[config.mk]
export PLATFORM = sky130hd
export DESIGN_NAME = mem_wb_stage
export DESIGN_NICKNAME = d
export VERILOG_FILES = /design/src/rtl/mem_wb_stage.sv
export SDC_FILE = /design/constraint.sdc
export NUM_CORES = 1
export LEC_CHECK = 0
export CAP_MARGIN = 10
export CORE_ASPECT_RATIO = 1.75
export CORE_MARGIN = 1
export CORE_UTILIZATION = 37
export CTS_CLUSTER_SIZE = 8
export DETAILED_ROUTE_END_ITERATION = 16
export PLACE_DENSITY = 0.89
export SLEW_MARGIN = 15
export SYNTH_ARGS = -nofsm -noshare
export SYNTH_HDL_FRONTEND = slang
export SYNTH_SLANG_ARGS = --single-unit
[constraint.sdc]
create_clock -name clk -period 1.5 [get_ports clk]
set_clock_uncertainty 0.15 [all_clocks]
set_input_delay 0.3 -clock clk [delete_from_list [all_inputs] [get_ports clk]]
set_output_delay 0.3 -clock clk [all_outputs]
set_load 0.05 [all_outputs]
[src/rtl/mem_wb_stage.sv]
// mem_wb_stage: MEM-to-WB pipeline register of the RISC-V core.
// Registers the MEM-stage result, extracts and sign/zero-extends load data,
// selects the writeback source and gates the register-file write enable for
// bubbles, x0 destinations and faulting loads.
// Optional feature macro: MEM_WB_INSTRET_EN adds a retired-instruction
// counter on `instret`; when undefined the port is tied to zero.
module mem_wb_stage #(
  parameter int CNT_W = 64
) (
  input  logic             clk,
  input  logic             rst,
  input  logic             in_valid,
  input  logic             stall,
  input  logic             flush,
  input  logic [31:0]      alu_result,
  input  logic [31:0]      mem_rdata,
  input  logic [31:0]      pc_plus4,
  input  logic [1:0]       addr_lo,
  input  logic [2:0]       funct3,
  input  logic [1:0]       wb_sel,
  input  logic [4:0]       rd_in,
  input  logic             reg_wen_in,
  output logic [31:0]      wb,
  output logic [4:0]       rd,
  output logic             RegWen,
  output logic             wb_valid,
  output logic             load_err,
  output logic [CNT_W-1:0] instret
);

  typedef enum logic [1:0] {
    SEL_ALU  = 2'b00,
    SEL_LOAD = 2'b01,
    SEL_PC4  = 2'b10,
    SEL_ZERO = 2'b11
  } wb_sel_e;

  typedef enum logic [2:0] {
    F3_LB  = 3'b000,
    F3_LH  = 3'b001,
    F3_LW  = 3'b010,
    F3_LBU = 3'b100,
    F3_LHU = 3'b101
  } load_f3_e;

  logic [7:0]  byte_lane;
  logic [15:0] half_lane;
  logic [31:0] load_data;
  logic        load_fault;
  logic        load_error;
  logic [31:0] wb_next;
  logic        reg_wen_next;
  logic        advance;

  // Pick the addressed byte and halfword out of the aligned memory word.
  always_comb begin
    // NOTE: every always_comb output gets a default first so no path leaves it unassigned (no latch).
    byte_lane = mem_rdata[7:0];
    case (addr_lo)
      2'd0:    byte_lane = mem_rdata[7:0];
      2'd1:    byte_lane = mem_rdata[15:8];
      2'd2:    byte_lane = mem_rdata[23:16];
      default: byte_lane = mem_rdata[31:24];
    endcase
    half_lane = addr_lo[1] ? mem_rdata[31:16] : mem_rdata[15:0];
  end

  // Extend the selected lane per funct3 and flag misaligned or unknown widths.
  always_comb begin
    load_data  = 32'd0;
    load_fault = 1'b0;
    case (funct3)
      F3_LB:  load_data = {{24{byte_lane[7]}}, byte_lane};
      F3_LBU: load_data = {24'd0, byte_lane};
      F3_LH: begin
        load_data  = {{16{half_lane[15]}}, half_lane};
        load_fault = addr_lo[0];
      end
      F3_LHU: begin
        load_data  = {16'd0, half_lane};
        load_fault = addr_lo[0];
      end
      F3_LW: begin
        load_data  = mem_rdata;
        load_fault = (addr_lo != 2'b00);
      end
      default: load_fault = 1'b1;
    endcase
  end

  // A fault only matters when the load path is the writeback source.
  assign load_error = (wb_sel_e'(wb_sel) == SEL_LOAD) && load_fault;

  // Writeback source mux; a faulting load writes back zero.
  always_comb begin
    wb_next = 32'd0;
    case (wb_sel_e'(wb_sel))
      SEL_ALU:  wb_next = alu_result;
      SEL_LOAD: wb_next = load_error ? 32'd0 : load_data;
      SEL_PC4:  wb_next = pc_plus4;
      default:  wb_next = 32'd0;
    endcase
  end

  // x0 is hard-wired zero, so its write enable is suppressed while the data still flows.
  assign reg_wen_next = in_valid && reg_wen_in && (rd_in != 5'd0) && !load_error;

  // An instruction retires into WB on a normal (unstalled, unflushed) edge.
  assign advance = !stall && !flush;

  // Pipeline register: flush kills, stall holds (error pulse still clears), else capture.
  always_ff @(posedge clk or posedge rst) begin
    if (rst) begin
      // NOTE: sequential state uses <= so every flop samples pre-edge values regardless of statement order.
      wb       <= 32'd0;
      rd       <= 5'd0;
      RegWen   <= 1'b0;
      wb_valid <= 1'b0;
      load_err <= 1'b0;
    end else if (flush) begin
      RegWen   <= 1'b0;
      wb_valid <= 1'b0;
      load_err <= 1'b0;
    end else if (stall) begin
      load_err <= 1'b0;
    end else begin
      wb       <= wb_next;
      rd       <= rd_in;
      RegWen   <= reg_wen_next;
      wb_valid <= in_valid;
      load_err <= in_valid && load_error;
    end
  end

`ifdef MEM_WB_INSTRET_EN
  logic [CNT_W-1:0] instret_q;

  // Count every valid instruction entering WB, including x0 writes and faulting loads.
  always_ff @(posedge clk or posedge rst) begin
    if (rst) begin
      instret_q <= '0;
    end else if (advance && in_valid) begin
      instret_q <= instret_q + 1'b1;
    end
  end

  assign instret = instret_q;
`else
  logic unused_advance;
  assign unused_advance = advance;
  assign instret        = '0;
`endif

endmodule

==> metrics.csv <==
stage,metric,value,unit
detailed_routing,vias per cell,5.36,
layout,Final Instance Count excl. Fillers,681,
setup_path,CP Capture Type,flip-flop,
detailed_routing,final wirelength,13.4,mm
clock_network,clock-pin slew on the worst setup and hold paths,60,ps
synth,Syn. warnings,0,
synth,post-synthesis register bit count,40,
timing,fin. max-slew vios,0,
synth,ys async rst share,100,%
synth,post-synthesis sequential area ratio,29.4,%
synth,Synth Instances,359,
setup_path,path depth of the worst reg2reg path,1,
setup_path,"most used cell, CP",buf_12,
grt,GRT Residual Overflow,0,
detailed_routing,DR WL met2,7.42,mm
power,VDD IR max,521,uV
synth,Post-Syn Area,3410,um^2
detailed_routing,first-pass detailed-route iteration total,6,
detailed_routing,routed vias,3653,
synth,Synth top area share,29.4,%
run_status,failing checks,setup timing,
setup_path,crit-path cells,"buf_12, buf_12, mux4_2, nand2_8, a31oi_4, a221o_1",
setup_path,CP arrival,1590,ps
synth,"count leader, synth",buf_4,
floorplanning,die width,74.5,um
layout,layout cells sized above 1,36.4,%
detailed_routing,antenna-violating nets left,0,
setup_path,critical path class,input pin to flip-flop,
clock_network,H-tree levels,2,
setup_path,"Req. time, crit path",1520,ps
grt,antenna violations before repair,1,
detailed_routing,WL met1,4.19,mm
run,Max-Cap Viols,0,
clock_network,Root Driver,clkbuf_16,
clock_network,Num Clock Sinks,40,
floorplanning,Starting Density,37.9,%
timing,RSZ-0062 raised after global routing,yes,
setup_path,Crit path largest cell delay,560,ps
synth,synth cell count leaders,"buf_4 (67), mux2i_1 (41), dfrtp_1 (40), a21oi_1 (25)",
placed_design,PortBufs,153,
detailed_routing,max layer used,met4,
clock_network,Max Root-Sink Buffers,2,
setup_path,crit path launch type,input pin,
power,sequential power share,26.1,%
synth,"EDFF count, synth",0,
worst_hold_path,hold depth,3,
timing,Final min period,1570,ps
clock_network,Skew-Pair Late Insertion Delay,290,ps
power,sw frac,39.3,%
timing,Max Clock Freq,638,MHz
power,Clock Power Share,24.3,%
floorplanning,Core Area,8980,um^2
synth,syn_area_per_cell,9.49,um^2
placed_design,routability cong.,0.917,
power,Internal,0.00316,W
layout,fill count,616,
detailed_routing,DRC Markers,0,
clock_network,clock tree from TritonCTS,done,
placed_design,"worst slack, placed",-777,ps
layout,Area Growth Syn to Fin,84.1,%
floorplanning,Die ar.,9610,um^2
grt,vias in the first global route,3725,
layout,nets,673,
grt,largest net degree at the start of global routing,41,
detailed_routing,metal3 WL,1.01,mm
placed_design,Placed Cells,663,
layout,register area,1000,um^2
power,Comb power frac,49.5,%
timing,Setup-failing EPs final,8,
run_status,status,"finished, violations left",
worst_hold_path,Min-Delay Path Class,input pin to flip-flop,
synth,dominant synthesized flop cell,dfrtp_1,
floorplanning,io pins,218,
synth,Area contributors post-synth,"dfrtp_1 (29%), buf_4 (15%), mux2i_1 (12%)",
clock_network,hold buffer count at CTS,0,
layout,Multi-input gate area,2360,um^2
synth,Synth area leader,dfrtp_1,
synth,Yosys cell types,45,
detailed_routing,drt initial violations,207,
floorplanning,FP Rows,46,
power,Pwr Density,830,nW/um^2
grt,first-pass GRT wire length,19.3,mm
grt,GRT Resource Usage Total,27.4,%
detailed_routing,wire per inst,19.6,um
timing,Worst Slack Setup Final,-66.7,ps
timing,crit share post-route,104,%
power,Sw Pwr,0.00205,W
timing,Final Hold Viols,0,
floorplanning,die height,129,um
setup_path,crit-path max FO,8,
power,Lkg Pwr,2.78,nW
clock_network,CTS buffer count,5,
setup_path,"Max stage delay cell, worst path",mux4_2,
placed_design,Detailed Place HPWL,9.94,mm
[state kept, by name, indices dropped and copies added (netlist names)]
register / flops
RegWen: 1
load_err: 1
wb: 32
wb_valid: 1
rd: 5
[per-layer routing]
metal	vias up	global-route usage (%)
li1	1591	-
met1	1741	26.6
met2	258	50.4
met3	63	5.64
met4	0	17.1
met5	-	0
[cell families (layout without fill, tap and decap cells)]
| logic type | Yosys count | after routing | synth area share, % |
|---|---|---|---|
| AOI/OAI and AO/OA | 98 | 98 | 21.5 |
| buffers and inverters | 91 | 229 | 18.4 |
| muxes | 66 | 66 | 21.0 |
| and+or+nand+nor | 63 | 63 | 9.63 |
| DFF | 40 | 40 | 29.4 |
| other | 1 | 65 | 0.110 |
[timing repair]
item                       4_1_cts  5_1_grt
pin swaps                       19       10
cloned                           2        0
resized for setup              100       33
setup buffers                    6        1
setup endpoints to repair       34       34
[cells in the final DEF (no fill, tap or decap), drive strengths merged, types with 5 or more instances in the layout]
cell,instances
mux2i,42
a21oi,25
a22oi,23
dlymetal6s2s,9
clkdlybuf4s15,5
o221ai,7
conb,64
a221oi,7
mux2,23
buf,109
clkbuf,9
dlygate4sd2,17
o21ai,19
o22ai,7
clkdlybuf4s50,75
nor2,22
dfrtp,40
nand2,24
a221o,8
[worst max-delay path: cells and delay by family]
| kind | cells | cell delay [ps] |
|---|---|---|
| multiplexers | 1 | 560 |
| AO/OA/AOI/OAI | 2 | 370 |
| buffers and inverters | 2 | 210 |
| AND/OR/NAND/NOR | 1 | 140 |
[power groups by stage]
stage | clock network, W | logic [W] | registers (W)
after detailed placement | 0 | 0.00241 | 0.00138
after global routing | 0.00132 | 0.00268 | 0.00138
final | 0.00127 | 0.00258 | 0.00136
after global placement | 0 | 0.00237 | 0.00137
after CTS | 0.00127 | 0.00251 | 0.00136
after floorplan | 0 | 0.000987 | 0.00174
[final cells by class]
cell class / instances / area share [%]
repair buffers: 219 / 41.0
clock buffers: 5 / 2.00
clock inverters: 3 / 0.739
flip-flops and latches: 40 / 16.0
well taps: 120 / 2.40
multi-input cells: 291 / 37.7
inverters: 2 / 0.120
diodes: 1 / 0.0399
[metrics by stage]
stage	instance area (um^2)	total power (W)	hold WS (ps)	util [%]	TNS, ps
CTS	6150	0.00514	188	68.5	0
finish	6270	0.00520	158	69.8	-198
floorplan	3730	0.00273	216	-	-1570
global placement	5650	0.00374	370	63.0	-23180
global route	6270	0.00537	174	69.8	-416
detailed placement	5650	0.00378	383	63.0	-24920
[path summary, 6_finish.rpt]
path | from | to | slack, ps
max in group asynchronous | rst | wb[1] | 790
worst max register to register | wb[15] | wb[15] | 450
min in group asynchronous | rst | wb[6] | 180
worst min register to register | rd[2] | rd[2] | 400
worst min-delay path | flush | wb_valid | 160
worst max-delay path | addr_lo[1] | wb[15] | -70
Note: power is estimated with default switching activity, not from simulation.
